<file path="config.mk">
export PLATFORM = sky130hd
export DESIGN_NAME = joypad_debounced_controller
export DESIGN_NICKNAME = d
export VERILOG_FILES = /design/src/rtl/joypad_debounced_controller.sv
export SDC_FILE = /design/constraint.sdc
export NUM_CORES = 1
export LEC_CHECK = 0
export ABC_AREA = 1
export BUFFER_PORTS_ARGS = -buffer_cell sky130_fd_sc_hd__buf_2
export CAP_MARGIN = 10
export CORE_MARGIN = 3
export CORE_UTILIZATION = 50
export CTS_BUF_LIST = sky130_fd_sc_hd__clkbuf_4 sky130_fd_sc_hd__clkbuf_8 sky130_fd_sc_hd__clkbuf_16
export DETAILED_ROUTE_END_ITERATION = 10
export PLACE_DENSITY = 0.79
export SKIP_LAST_GASP = 1
export SLEW_MARGIN = 20
export SYNTH_ARGS = -nofsm -noshare
export SYNTH_HDL_FRONTEND = slang
export SYNTH_HIERARCHICAL = 1
export SYNTH_SLANG_ARGS = --single-unit
</file>
<file path="constraint.sdc">
create_clock -name clock -period 1.9 [get_ports clock]
set_input_delay 0.38 -clock clock [delete_from_list [all_inputs] [get_ports clock]]
set_output_delay 0.38 -clock clock [all_outputs]
set_load 0.01 [all_outputs]
</file>
<file path="src/rtl/joypad_debounced_controller.sv">
// joypad_debounced_controller: joypad register with per-key synchronisation and debounce.
// A select-gated nibble is read back, and its falling edges raise int_req.

module joypad_key_debounce #(
    parameter int SYNC_STAGES = 2,
    parameter int DB_CNT_W    = 10
) (
    input  logic clock,
    input  logic reset_n,
    input  logic raw_n,
    output logic stable_n
);
    logic [SYNC_STAGES-1:0] sync_q;
    logic [DB_CNT_W-1:0]    cnt_q;
    logic                   synced;

    assign synced = sync_q[SYNC_STAGES-1];

    always_ff @(posedge clock or negedge reset_n) begin
        if (!reset_n) begin
            sync_q   <= '1;
            cnt_q    <= '0;
            stable_n <= 1'b1;
        end else begin
            sync_q <= {sync_q[SYNC_STAGES-2:0], raw_n};
            if (synced == stable_n) begin
                cnt_q <= '0;
            end else if (cnt_q == '1) begin
                // 2^DB_CNT_W consecutive disagreeing samples: accept the new level
                stable_n <= synced;
                cnt_q    <= '0;
            end else begin
                cnt_q <= cnt_q + DB_CNT_W'(1);
            end
        end
    end
endmodule

module joypad_debounced_controller #(
    parameter logic [15:0] ADDR        = 16'hFF00,
    parameter int          SYNC_STAGES = 2,
    parameter int          DB_CNT_W    = 10
) (
    input  logic        clock,
    input  logic        reset_n,
    input  logic [15:0] A,
    input  logic [7:0]  Di,
    output logic [7:0]  Do,
    input  logic        rd_n,
    input  logic        wr_n,
    input  logic        cs,
    input  logic        int_ack,
    output logic        int_req,
    input  logic [3:0]  dir_n,
    input  logic [3:0]  btn_n,
    output logic [1:0]  button_sel,
    output logic [7:0]  key_state
);
    localparam int NUM_KEYS = 8;

    typedef struct packed {
        logic       en;
        logic [1:0] sel;
    } joyp_wr_t;

    logic [NUM_KEYS-1:0] raw_n;
    logic [NUM_KEYS-1:0] stable_n;
    logic [3:0]          dir_db;
    logic [3:0]          btn_db;
    logic [3:0]          nibble;
    logic [3:0]          prev_nibble;
    logic                fall;
    joyp_wr_t            wr;
    logic                unused_ok;

    assign raw_n = {btn_n, dir_n};

    generate
        for (genvar g = 0; g < NUM_KEYS; g++) begin : g_key
            joypad_key_debounce #(
                .SYNC_STAGES(SYNC_STAGES),
                .DB_CNT_W   (DB_CNT_W)
            ) u_key (
                .clock   (clock),
                .reset_n (reset_n),
                .raw_n   (raw_n[g]),
                .stable_n(stable_n[g])
            );
        end
    endgenerate

    assign key_state = stable_n;
    assign dir_db    = stable_n[3:0];
    assign btn_db    = stable_n[7:4];

    // Writes are edge-qualified by wr_n only; rd_n plays no part in the register
    assign wr.en  = ~wr_n & cs & (A == ADDR);
    assign wr.sel = Di[5:4];

    always_ff @(posedge clock or negedge reset_n) begin
        if (!reset_n) begin
            button_sel <= 2'b11;
        end else if (wr.en) begin
            button_sel <= wr.sel;
        end
    end

    assign nibble = ({4{button_sel[0]}} | dir_db) & ({4{button_sel[1]}} | btn_db);
    assign Do     = cs ? {2'b11, button_sel, nibble} : 8'hFF;

    // Any 1->0 on the visible nibble interrupts, whether caused by a key or a select write
    assign fall = |(prev_nibble & ~nibble);

    always_ff @(posedge clock or negedge reset_n) begin
        if (!reset_n) begin
            prev_nibble <= 4'hF;
            int_req     <= 1'b0;
        end else begin
            prev_nibble <= nibble;
            if (fall) begin
                int_req <= 1'b1;
            end else if (int_ack) begin
                int_req <= 1'b0;
            end
        end
    end

    assign unused_ok = &{1'b0, rd_n, Di[7:6], Di[3:0]};
endmodule

</file>
==> results of run 1 <==
## cell type report
cell class	instances	share of cell area
Inverter	68	0.0395
Clock inverter	5	0.0126
Clock buffer	11	0.0381
Multi-Input combinational cell	446	0.405
Timing Repair Buffer	50	0.0426
Tap cell	140	0.0271
Sequential cell	111	0.435
## metal layers
layer	up-vias	GRT usage	wire length [um]
li1	2064	-	-
met1	1930	0.220	4510
met2	59	0.304	5090
met3	19	0.0428	420
met4	0	0.0521	180
met5	-	0	0
## synth_stat cells, drive strengths merged
cell type  count  area [um^2]
xnor2         16          140
nand2        177          747
inv           68          255
o21ai         10         53.8
nand3b         8         60.1
o22ai          2         12.5
dfrtp         81         2030
dfstp         30          788
buf            2         15.0
nor2         132          773
xor2          16          200
nand4         10         62.6
ha             8          100
nor3b          8          100
a21oi         16          110
nand3         41          250
conb           1         3.75
## power by group
group          total (uW)  internal [uW]  switching (uW)
Clock                2030           1210             820
Combinational         245           88.0             157
Sequential           2490           2440            49.4
## cell families after synthesis
group,Yosys count,synth area share
buf+inv,70,0.0474
xor+xnor,32,0.0597
other cells,1,0.000658
compound gates,28,0.0310
simple gates,376,0.350
fa+ha+maj,8,0.0176
flops,111,0.494
## flip-flops by register name, indices dropped and copies added (netlist names)
signal / count
button_sel: 2
prev_nibble: 4
g_key.u_key/stable_n: 8
g_key.u_key/cnt_q: 80
int_req: 1
g_key.u_key/sync_q: 16
## per-stage QoR
step | total power, uW | std cells | hold WS (ns)
3_3_place_gp | 2760 | 814 | 0.252
3_5_place_dp | 2780 | 814 | 0.255
2_1_floorplan | 2650 | 627 | 0.0844
4_1_cts | 4820 | 831 | 0.116
6_report | 4760 | 831 | 0.124
5_1_grt | 4960 | 831 | 0.113
## worst max-delay path by stage
stage / startpoint / to / depth (start not counted)
global route: button_sel[0]$_DFFE_PN1P_ / Do[3] / 5
floorplan: g_key[1].u_key/stable_n$_DFFE_PN1P_ / Do[1] / 2
CTS: button_sel[0]$_DFFE_PN1P_ / Do[3] / 5
global placement: button_sel[0]$_DFFE_PN1P_ / Do[3] / 5
detailed placement: button_sel[0]$_DFFE_PN1P_ / Do[3] / 5
finish: button_sel[0]$_DFFE_PN1P_ / Do[3] / 5
==> metrics.txt, run 1 <==
# TYPE chip_impl_metric gauge
chip_impl_metric{name="detail_route.vias_per_cell",unit=""} 4.90
chip_impl_metric{name="ff2ff_setup_slack",unit="ns"} 0.59
chip_impl_metric{name="initial_core_util",unit=""} 0.519
chip_impl_info{name="critical_path.endpoint_type",value="output port"} 1
chip_impl_metric{name="clk_pin_slew",unit="ns"} 0.07
chip_impl_info{name="slowest_stage",value="dfstp_2"} 1
chip_impl_metric{name="grt_antenna_before_repair",unit=""} 0
chip_impl_info{name="status",value="completed"} 1
chip_impl_metric{name="cts_max_level",unit=""} 3
chip_impl_metric{name="tritoncts_num_sinks",unit=""} 111
chip_impl_metric{name="vias",unit=""} 4072
chip_impl_metric{name="post_drt_wl_per_cell",unit="um"} 12.3
chip_impl_metric{name="critPathMaxFanout",unit=""} 6
chip_impl_metric{name="synth_cell_type_count",unit=""} 26
chip_impl_metric{name="fin_nets",unit=""} 732
chip_impl_metric{name="cts_made_buffers",unit=""} 9
chip_impl_metric{name="io_pins",unit=""} 57
chip_impl_metric{name="route.antenna.remaining_nets",unit=""} 0
chip_impl_metric{name="timing.hold.worst_path_depth",unit=""} 1
chip_impl_metric{name="fp.dieArea",unit="mm^2"} 0.0127
chip_impl_metric{name="syn-mean-instance-area",unit="um^2"} 9.10
chip_impl_info{name="rsz0062_at_grt",value="false"} 1
chip_impl_metric{name="cts_resized",unit=""} 0
chip_impl_metric{name="post-cts-setup-buffers",unit=""} 0
chip_impl_metric{name="layout.filler_cells",unit=""} 934
chip_impl_metric{name="clock_skews",unit="ns"} 0.00427
chip_impl_metric{name="dieWidth",unit="um"} 113
chip_impl_metric{name="clk-insertion-delay-late",unit="ns"} 0.35
chip_impl_metric{name="final-setup-viol-count",unit=""} 0
chip_impl_metric{name="fin_crit_period",unit="ns"} 1.80
chip_impl_metric{name="totalWireLength",unit="um"} 10200
chip_impl_metric{name="post_synth_inst_count",unit=""} 626
chip_impl_metric{name="cts_stage_hold_buffer_count",unit=""} 1
chip_impl_metric{name="placement_rows",unit=""} 38
chip_impl_info{name="min_to",value="g_key[1].u_key/sync_q[0]$_DFF_PN1_"} 1
chip_impl_info{name="regToRegStartpoint",value="g_key[5].u_key/cnt_q[0]$_DFF_PN0_"} 1
chip_impl_metric{name="dpl_cell_area",unit="mm^2"} 0.00613
chip_impl_metric{name="ff2ff_path_depth",unit=""} 6
chip_impl_info{name="crit_top_cell",value="nand2_1"} 1
chip_impl_metric{name="grt_use_total",unit=""} 0.176
chip_impl_metric{name="layout_worst_path_cycle_share",unit=""} 0.946
chip_impl_info{name="launching_element_type_of_the_critical_path",value="flip-flop"} 1
chip_impl_metric{name="gp_congestion",unit=""} 0.839
chip_impl_metric{name="hold_viol",unit=""} 0
chip_impl_info{name="final_common_cell",value="nand2_1"} 1
chip_impl_metric{name="chipHeight",unit="um"} 113
chip_impl_metric{name="seqCellArea",unit="mm^2"} 0.00282
chip_impl_metric{name="post-route-cell-area",unit="mm^2"} 0.00647
chip_impl_metric{name="drc",unit=""} 0
chip_impl_metric{name="maxCapViolCount",unit=""} 0
chip_impl_metric{name="coreArea",unit="mm^2"} 0.0110
chip_impl_info{name="rr_endpoint",value="g_key[5].u_key/cnt_q[9]$_DFF_PN0_"} 1
chip_impl_metric{name="cts-root-to-sink-buffers",unit=""} 2
chip_impl_info{name="hold_start",value="dir_n[1]"} 1
chip_impl_metric{name="place.detailed.hpwl",unit="um"} 7760
chip_impl_metric{name="cellLeakagePower",unit="uW"} 0.00283
chip_impl_info{name="most-common-layout-cells",value="144 x nand2_1, 81 x dfrtp_1, 73 x nor2_1, 60 x inv_1, 46 x buf_2"} 1
chip_impl_info{name="min_path_type",value="primary input to flip-flop"} 1
chip_impl_metric{name="maximum_number_of_pins_on_one_net_before_global_route_repair",unit=""} 75
chip_impl_metric{name="drive_above_1_share",unit=""} 0.331
chip_impl_metric{name="peakVddDrop",unit="mV"} 0.657
chip_impl_metric{name="fin_util",unit=""} 0.589
chip_impl_info{name="worst-setup-path-type",value="flip-flop to output port"} 1
chip_impl_metric{name="achievable-frequency",unit="MHz"} 556
chip_impl_metric{name="synth-warning-count",unit=""} 6
chip_impl_metric{name="timing.final.ws_setup",unit="ns"} 0.102
chip_impl_metric{name="synthesis.area",unit="mm^2"} 0.00570
chip_impl_metric{name="num_antenna_cells",unit=""} 0
chip_impl_metric{name="slew_viol_final",unit=""} 0
chip_impl_metric{name="placement.io_buffers",unit=""} 47
chip_impl_metric{name="grt_first_pass_wirelength",unit="um"} 18200
chip_impl_metric{name="postSynthRegisterBits",unit=""} 111
chip_impl_metric{name="multi_input_comb_area",unit="mm^2"} 0.00262
chip_impl_info{name="cts_root_buffer",value="clkbuf_16"} 1
chip_impl_metric{name="max_stage_delay",unit="ns"} 0.62
chip_impl_metric{name="number_of_global_route_vias_before_repair",unit=""} 4033
chip_impl_metric{name="synthToLayoutAreaGrowth",unit="%"} 13.5
chip_impl_info{name="clock_tree_from_tritoncts",value="done"} 1
chip_impl_info{name="critical_path.top_delay_family",value="flip-flops"} 1
chip_impl_info{name="critical_path.cell_chain",value="inv_1 > nand2_1 > o21ai_2 > nand2_1 > buf_2"} 1
chip_impl_metric{name="drt-pass1-iter-count",unit=""} 4
chip_impl_metric{name="post-place-ws",unit="ns"} 0.468
chip_impl_metric{name="tns",unit="ns"} 0
chip_impl_metric{name="initialDrtViolationCount",unit=""} 144
chip_impl_metric{name="power.density_cell_area",unit="mW/mm^2"} 735
chip_impl_metric{name="worstPathArrival",unit="ns"} 1.42
chip_impl_metric{name="global_route_congestion_overflow_total",unit=""} 0
chip_impl_metric{name="critPathBufInv",unit=""} 2
chip_impl_metric{name="cp_data_required_time",unit="ns"} 1.52
chip_impl_metric{name="synth_seq_area_share",unit=""} 0.494
No activity file was read; power rests on OpenSTA's default activity.
==> run 2, diff against run 1 <==
ABC_AREA = unset   (was 1)
ABC_CLOCK_PERIOD_IN_PS = 1900   (was unset)
PLACE_DENSITY = 0.8   (was 0.79)
==> run 2 against run 1 <==
Critical endpoint is now Do[2]; combinational power fell by 3%; flip-flop and latch count did not move; clock power fell by 25%; worst setup slack improved by 0.032 ns; critical path type unchanged; sequential power barely moved; hold slack got worse by 0.028 ns.
==> metrics.txt, run 2 <==
# TYPE chip_impl_metric gauge
chip_impl_info{name="status",value="completed"} 1
chip_impl_info{name="critical_path.endpoint_type",value="output port"} 1
chip_impl_metric{name="slew_viol_final",unit=""} 0
chip_impl_metric{name="power_switching",unit="uW"} 963
chip_impl_info{name="cts_root_buffer",value="clkbuf_8"} 1
chip_impl_metric{name="dpl_cell_area",unit="mm^2"} 0.00557
chip_impl_metric{name="swShare",unit=""} 0.227
chip_impl_metric{name="initialDrtViolationCount",unit=""} 304
chip_impl_metric{name="worstPathArrival",unit="ns"} 1.39
chip_impl_metric{name="cp_data_required_time",unit="ns"} 1.52
chip_impl_metric{name="power.density_cell_area",unit="mW/mm^2"} 733
chip_impl_metric{name="num_antenna_cells",unit=""} 0
chip_impl_info{name="rsz0062_at_grt",value="false"} 1
chip_impl_metric{name="synth-edff-count",unit=""} 0
chip_impl_metric{name="power.sequential.fraction",unit=""} 0.587
chip_impl_metric{name="grt_antenna_before_repair",unit=""} 0
chip_impl_metric{name="dr_wl_met3",unit="um"} 292
chip_impl_metric{name="cts-root-to-sink-buffers",unit=""} 2
chip_impl_metric{name="proportion_of_netlist_area_held_by_the_largest_area_contributor",unit=""} 0.394
chip_impl_metric{name="drive_above_1_share",unit=""} 0.208
chip_impl_metric{name="critPathMaxFanout",unit=""} 7
chip_impl_metric{name="place.detailed.hpwl",unit="um"} 7040
chip_impl_info{name="clock_tree_from_tritoncts",value="done"} 1
chip_impl_metric{name="postSynthRegisterBits",unit=""} 111
chip_impl_metric{name="dieWidth",unit="um"} 107
chip_impl_metric{name="cellLeakagePower",unit="uW"} 0.00237
chip_impl_metric{name="global_route_congestion_overflow_total",unit=""} 0
chip_impl_metric{name="coreArea",unit="mm^2"} 0.00986
chip_impl_metric{name="initial_core_util",unit=""} 0.521
chip_impl_metric{name="chipHeight",unit="um"} 107
chip_impl_metric{name="synthToLayoutAreaGrowth",unit="%"} 12.7
chip_impl_metric{name="p_int",unit="uW"} 3280
chip_impl_metric{name="drc",unit=""} 0
chip_impl_metric{name="synth-warning-count",unit=""} 6
chip_impl_metric{name="layout.filler_cells",unit=""} 799
chip_impl_metric{name="number_of_flip_flops_under_the_largest_register_name",unit=""} 80
chip_impl_metric{name="syn-mean-instance-area",unit="um^2"} 10.8
chip_impl_metric{name="peakVddDrop",unit="mV"} 0.747
chip_impl_metric{name="detail_route.vias_per_cell",unit=""} 5.61
chip_impl_metric{name="io_pins",unit=""} 57
chip_impl_metric{name="post_synth_inst_count",unit=""} 476
chip_impl_metric{name="async_flop_share",unit=""} 1.00
chip_impl_info{name="worst-setup-path-type",value="flip-flop to output port"} 1
chip_impl_metric{name="post-cts-setup-buffers",unit=""} 0
chip_impl_metric{name="combPwrFrac",unit=""} 0.056
chip_impl_metric{name="cts_max_level",unit=""} 3
chip_impl_info{name="synth_most_common_cell",value="dfrtp_1"} 1
chip_impl_metric{name="multi_input_comb_area",unit="mm^2"} 0.00221
chip_impl_metric{name="tritoncts_num_sinks",unit=""} 111
chip_impl_metric{name="gp_congestion",unit=""} 0.776
chip_impl_metric{name="vias",unit=""} 3785
chip_impl_metric{name="fp.dieArea",unit="mm^2"} 0.0115
chip_impl_metric{name="post_drt_wl_per_cell",unit="um"} 14.5
chip_impl_metric{name="placement_rows",unit=""} 36
chip_impl_metric{name="number_of_global_route_vias_before_repair",unit=""} 3772
chip_impl_metric{name="route.layer.met1.wl",unit="um"} 4250
chip_impl_metric{name="achievable-frequency",unit="MHz"} 566
chip_impl_metric{name="route.antenna.remaining_nets",unit=""} 0
chip_impl_metric{name="clock_skews",unit="ns"} 0.00976
chip_impl_metric{name="synth_cell_type_count",unit=""} 30
chip_impl_info{name="synth.area.top_cells",value="dfrtp_1 39%, dfstp_2 15%, xnor2_1 4.1%"} 1
chip_impl_info{name="regs_by_ff_count",value="g_key.u_key/cnt_q (80), g_key.u_key/sync_q (16), g_key.u_key/stable_n (8)"} 1
chip_impl_metric{name="synth_seq_area_share",unit=""} 0.548
chip_impl_metric{name="seqCellArea",unit="mm^2"} 0.00282
chip_impl_metric{name="clk_pin_slew",unit="ns"} 0.10
chip_impl_metric{name="hold_viol",unit=""} 0
chip_impl_metric{name="report.power.total",unit="uW"} 4250
chip_impl_metric{name="cts_made_buffers",unit=""} 9
chip_impl_metric{name="tns",unit="ns"} 0
chip_impl_metric{name="clk-insertion-delay-late",unit="ns"} 0.37
chip_impl_info{name="final_common_cell",value="dfrtp_1"} 1
chip_impl_info{name="synth_area_leader_cell",value="dfrtp_1"} 1
chip_impl_metric{name="grt_first_pass_wirelength",unit="um"} 17100
chip_impl_metric{name="totalWireLength",unit="um"} 9810
chip_impl_info{name="largest_register",value="g_key.u_key/cnt_q"} 1
chip_impl_metric{name="clkPwrFrac",unit=""} 0.357
chip_impl_info{name="postSynth.topFlopCell",value="dfrtp_1"} 1
chip_impl_metric{name="final-setup-viol-count",unit=""} 0
chip_impl_metric{name="maxCapViolCount",unit=""} 0
chip_impl_metric{name="drt-pass1-iter-count",unit=""} 4
chip_impl_info{name="most-common-layout-cells",value="81 x dfrtp_1, 46 x buf_2, 41 x a21oi_1, 40 x nor2_1, 32 x nand3_1"} 1
chip_impl_metric{name="routed-wl-met2",unit="um"} 5140
chip_impl_metric{name="layout_worst_path_cycle_share",unit=""} 0.929
chip_impl_info{name="synth_common_cells",value="81 x dfrtp_1, 41 x a21oi_1, 40 x nor2_1"} 1
chip_impl_metric{name="maximum_number_of_pins_on_one_net_before_global_route_repair",unit=""} 47
chip_impl_info{name="min_path_type",value="primary input to flip-flop"} 1
chip_impl_metric{name="synthesis.area",unit="mm^2"} 0.00514
chip_impl_metric{name="placement.io_buffers",unit=""} 47
chip_impl_metric{name="post-route-cell-area",unit="mm^2"} 0.00579
chip_impl_info{name="launching_element_type_of_the_critical_path",value="flip-flop"} 1
chip_impl_metric{name="grt_use_total",unit=""} 0.183
chip_impl_metric{name="fin_crit_period",unit="ns"} 1.77
chip_impl_metric{name="fin_nets",unit=""} 583
chip_impl_info{name="routed.top_layer",value="met4"} 1
[run 2: cell types whose count changed in the layout (fill, tap and decap cells not counted), moves of 32 or more]
cell / before / now
nand2_2: 33 / 0
a21oi_1: 8 / 41
nand2_1: 144 / 29
nor2_1: 73 / 40
nor2_2: 33 / 0
inv_1: 60 / 28
[run 2: layout make-up]
cell class,count,share of cell area
flip-flops and latches,111,0.486
multi-input cells,336,0.381
repair buffers,51,0.0488
well taps,133,0.0287
clock buffers,10,0.0227
inverters,28,0.0181
clock inverters,6,0.0145
[run 2: critical path, stage by stage (launching register included)]
cell and delay [ns]:
dfstp_2 0.61, o22ai_1 0.15, nand2_1 0.12, buf_2 0.14
[run 2: cells by family after synthesis]
kind of cell	share of synthesized area
AND/OR/NAND/NOR	0.206
flip-flops	0.548
AO/OA/AOI/OAI	0.113
XOR/XNOR	0.0681
buffers and inverters	0.0234
multiplexers	0.0219
adder cells (fa/ha/maj)	0.0195
other	0.000729
[run 2: final timing paths]
| check | from | to | slack, ns | cells past startpoint |
|---|---|---|---|---|
| min | dir_n[3] | g_key[3].u_key/sync_q[0]$_DFF_PN1_ | 0.1 | 1 |
| max reg2reg | g_key[3].u_key/cnt_q[0]$_DFF_PN0_ | g_key[3].u_key/cnt_q[0]$_DFF_PN0_ | 0.33 | 4 |
| max in group asynchronous | reset_n | g_key[4].u_key/sync_q[1]$_DFF_PN1_ | 0.87 | 3 |
| min reg2reg | g_key[5].u_key/sync_q[0]$_DFF_PN1_ | g_key[5].u_key/sync_q[1]$_DFF_PN1_ | 0.35 | 0 |
| max | button_sel[0]$_DFFE_PN1P_ | Do[2] | 0.13 | 3 |
| min in group asynchronous | reset_n | g_key[3].u_key/cnt_q[4]$_DFF_PN0_ | 0.37 | 2 |
[run 2: timing repair]
action	CTS	global route
setup endpoints to repair	0	0
resized for setup	0	0
hold buffers	1	0
hold endpoints to repair	8	0
[run 2: through the flow]
step	setup WS [ns]	hold WS (ns)	std cells	util
after global placement	0.159	0.226	658	0.565
after floorplan	0.303	0.0844	477	-
final	0.135	0.0960	675	0.587
after global routing	0.0455	0.0698	675	0.587
after CTS	0.104	0.0730	675	0.587
after detailed placement	0.124	0.224	658	0.565
[run 2: power groups by stage]
stage	clock, uW	combinational, uW	sequential, uW
2_1_floorplan	0	121	2530
3_3_place_gp	0	228	2530
3_5_place_dp	0	239	2540
4_1_cts	1570	242	2490
5_1_grt	1650	274	2510
6_report	1520	237	2490
[run 2: metal layers]
| metal | GRT usage | vias up |
|---|---|---|
| li1 | - | 1826 |
| met1 | 0.227 | 1888 |
| met2 | 0.316 | 60 |
| met3 | 0.0420 | 11 |
| met4 | 0.0577 | 0 |
| met5 | 0 | - |
==> run 3, diff against run 2 <==
ABC_CLOCK_PERIOD_IN_PS = 2300   (was 1900)
clock period = 2.3 ns   (was 1.9 ns; I/O delays follow)
==> run 3 against run 2 <==
Critical path depth unchanged; global-route usage down 1.1 points; hold slack better by 0.026 ns; total power down 17%; clock power down 15%; die area unchanged; final cell count down 0.44%; clock skew up 0.0045 ns; via count down 1.6%; worst setup slack better by 0.34 ns; combinational power down 19%; routed wire length down 3.7%; largest cell class unchanged.
==> metrics.txt, run 3 (synthesis gave the netlist of run 2 again) <==
# TYPE chip_impl_metric gauge
chip_impl_metric{name="slew-limit-headroom",unit=""} 0.603
chip_impl_metric{name="number_of_flip_flops_under_the_largest_register_name",unit=""} 80
chip_impl_metric{name="place.detailed.hpwl",unit="um"} 6680
chip_impl_info{name="min_path_type",value="primary input to asynchronous set/reset pin"} 1
chip_impl_info{name="rr_endpoint",value="g_key[5].u_key/cnt_q[3]$_DFF_PN0_"} 1
chip_impl_metric{name="dieWidth",unit="um"} 107
chip_impl_metric{name="post-place-ws",unit="ns"} 0.414
chip_impl_metric{name="detail_route.vias_per_cell",unit=""} 5.54
chip_impl_metric{name="worst_pin_slew",unit="ns"} 0.596
chip_impl_metric{name="worstPathArrival",unit="ns"} 1.37
chip_impl_metric{name="critPathMaxFanout",unit=""} 5
chip_impl_metric{name="clk_pin_slew",unit="ns"} 0.10
chip_impl_metric{name="drt-pass1-iter-count",unit=""} 5
chip_impl_metric{name="cts_stage_hold_buffer_count",unit=""} 0
chip_impl_metric{name="cts_resized",unit=""} 0
chip_impl_metric{name="maxCapViolCount",unit=""} 0
chip_impl_info{name="cts_root_buffer",value="clkbuf_8"} 1
chip_impl_metric{name="placement_rows",unit=""} 36
chip_impl_metric{name="drive_above_1_share",unit=""} 0.206
chip_impl_metric{name="post_drt_wl_per_cell",unit="um"} 14.0
chip_impl_metric{name="number_of_global_route_vias_before_repair",unit=""} 3596
chip_impl_metric{name="slew_viol_final",unit=""} 0
chip_impl_info{name="launching_element_type_of_the_critical_path",value="flip-flop"} 1
chip_impl_metric{name="gp_congestion",unit=""} 0.775
chip_impl_metric{name="initialDrtViolationCount",unit=""} 162
chip_impl_info{name="final_common_cell",value="dfrtp_1"} 1
chip_impl_metric{name="power.density_cell_area",unit="mW/mm^2"} 612
chip_impl_metric{name="tns",unit="ns"} 0
chip_impl_info{name="status",value="completed"} 1
chip_impl_metric{name="cp_data_required_time",unit="ns"} 1.84
chip_impl_metric{name="coreArea",unit="mm^2"} 0.00986
chip_impl_metric{name="placement.io_buffers",unit=""} 47
chip_impl_info{name="clock_tree_from_tritoncts",value="done"} 1
chip_impl_info{name="rsz0062_at_grt",value="false"} 1
chip_impl_metric{name="fin_crit_period",unit="ns"} 1.83
chip_impl_metric{name="drc",unit=""} 0
chip_impl_info{name="regs_by_ff_count",value="g_key.u_key/cnt_q (80), g_key.u_key/sync_q (16), g_key.u_key/stable_n (8)"} 1
chip_impl_info{name="critical_path.cell_chain",value="o22ai_1 > nand2_1 > buf_2"} 1
chip_impl_metric{name="achievable-frequency",unit="MHz"} 548
chip_impl_metric{name="route.antenna.remaining_nets",unit=""} 0
chip_impl_metric{name="totalWireLength",unit="um"} 9440
chip_impl_metric{name="cellLeakagePower",unit="uW"} 0.00236
chip_impl_metric{name="report.power.total",unit="uW"} 3540
chip_impl_metric{name="layout_worst_path_cycle_share",unit=""} 0.794
chip_impl_metric{name="final-setup-viol-count",unit=""} 0
chip_impl_metric{name="post-route-cell-area",unit="mm^2"} 0.00578
chip_impl_metric{name="io_pins",unit=""} 57
chip_impl_metric{name="grt_antenna_before_repair",unit=""} 0
chip_impl_metric{name="num_antenna_cells",unit=""} 0
chip_impl_metric{name="timing.final.ws_setup",unit="ns"} 0.474
chip_impl_metric{name="cts_made_buffers",unit=""} 9
chip_impl_metric{name="synthToLayoutAreaGrowth",unit="%"} 12.5
chip_impl_metric{name="ff2ff_setup_slack",unit="ns"} 0.75
chip_impl_metric{name="hold_viol",unit=""} 0
chip_impl_info{name="largest_register",value="g_key.u_key/cnt_q"} 1
chip_impl_metric{name="peakVddDrop",unit="mV"} 0.551
chip_impl_metric{name="cts_max_level",unit=""} 3
chip_impl_info{name="slowest_stage",value="dfstp_2"} 1
chip_impl_info{name="worst-setup-path-type",value="flip-flop to output port"} 1
chip_impl_metric{name="layout.filler_cells",unit=""} 831
chip_impl_metric{name="clk-insertion-delay-late",unit="ns"} 0.37
chip_impl_metric{name="tritoncts_num_sinks",unit=""} 111
chip_impl_metric{name="post-cts-setup-buffers",unit=""} 0
chip_impl_metric{name="maximum_number_of_pins_on_one_net_before_global_route_repair",unit=""} 112
chip_impl_metric{name="global_route_congestion_overflow_total",unit=""} 0
chip_impl_metric{name="grt_first_pass_wirelength",unit="um"} 16000
chip_impl_metric{name="vias",unit=""} 3725
chip_impl_metric{name="clock_skews",unit="ns"} 0.0143
chip_impl_metric{name="dpl_cell_area",unit="mm^2"} 0.00555
chip_impl_info{name="critical_path.endpoint_type",value="output port"} 1
chip_impl_metric{name="max_stage_delay",unit="ns"} 0.61
chip_impl_metric{name="cts-root-to-sink-buffers",unit=""} 2
chip_impl_metric{name="chipHeight",unit="um"} 107
chip_impl_metric{name="initial_core_util",unit=""} 0.521
chip_impl_metric{name="fin_nets",unit=""} 580
chip_impl_metric{name="grt_use_total",unit=""} 0.171
chip_impl_info{name="regToRegStartpoint",value="g_key[5].u_key/cnt_q[0]$_DFF_PN0_"} 1
chip_impl_metric{name="ff2ff_path_depth",unit=""} 4
chip_impl_info{name="most-common-layout-cells",value="81 x dfrtp_1, 46 x buf_2, 41 x a21oi_1, 40 x nor2_1, 32 x nand3_1"} 1
chip_impl_metric{name="fp.dieArea",unit="mm^2"} 0.0115
[run 3: layer usage]
metal  vias to the layer above  GRT usage  part of all wire
met3                        15     0.0342             0.025
met2                        50      0.301              0.53
met4                         0     0.0622             0.017
li1                       1830          -                 -
met5                         -          0                 0
met1                      1830      0.209              0.43
[run 3: final cells by class]
| type | instances | area (um^2) | share of cell area |
|---|---|---|---|
| clock buffer | 10 | 138 | 0.0238 |
| clock inverter | 6 | 91.3 | 0.0158 |
| multi-input combinational | 336 | 2210 | 0.382 |
| timing repair buffer | 48 | 258 | 0.0446 |
| sequential | 111 | 2820 | 0.487 |
| inverter | 28 | 105 | 0.0182 |
| tap | 133 | 166 | 0.0288 |
[run 3: worst max path at each step]
stage,startpoint,to,slack (ns),cells after the start
after floorplan,A[2],button_sel[0]$_DFFE_PN1P_,0.62,4
after global placement,A[2],button_sel[0]$_DFFE_PN1P_,0.48,5
after detailed placement,A[2],button_sel[0]$_DFFE_PN1P_,0.41,5
after CTS,g_key[2].u_key/stable_n$_DFFE_PN1P_,Do[2],0.43,3
after global routing,g_key[3].u_key/stable_n$_DFFE_PN1P_,Do[3],0.39,3
final,g_key[2].u_key/stable_n$_DFFE_PN1P_,Do[2],0.47,3
[run 3: stage by stage]
stage / hold slack, ns / utilization / cells
4_1_cts: 0.159 / 0.586 / 672
6_report: 0.122 / 0.586 / 672
2_1_floorplan: 0.164 / - / 477
5_1_grt: 0.155 / 0.586 / 672
3_3_place_gp: 0.346 / 0.563 / 656
3_5_place_dp: 0.347 / 0.563 / 656
[run 3: critical path, delay by kind of cell, from the launching register on]
kind	cells	cell delay, ns
flip-flops	1	0.61
AO/OA/AOI/OAI	1	0.14
buffers and inverters	1	0.14
AND/OR/NAND/NOR	1	0.12
[run 3: report_power, final]
part           switching, uW  internal (uW)
clock network            638            651
registers               49.3           2010
logic                    118           72.8
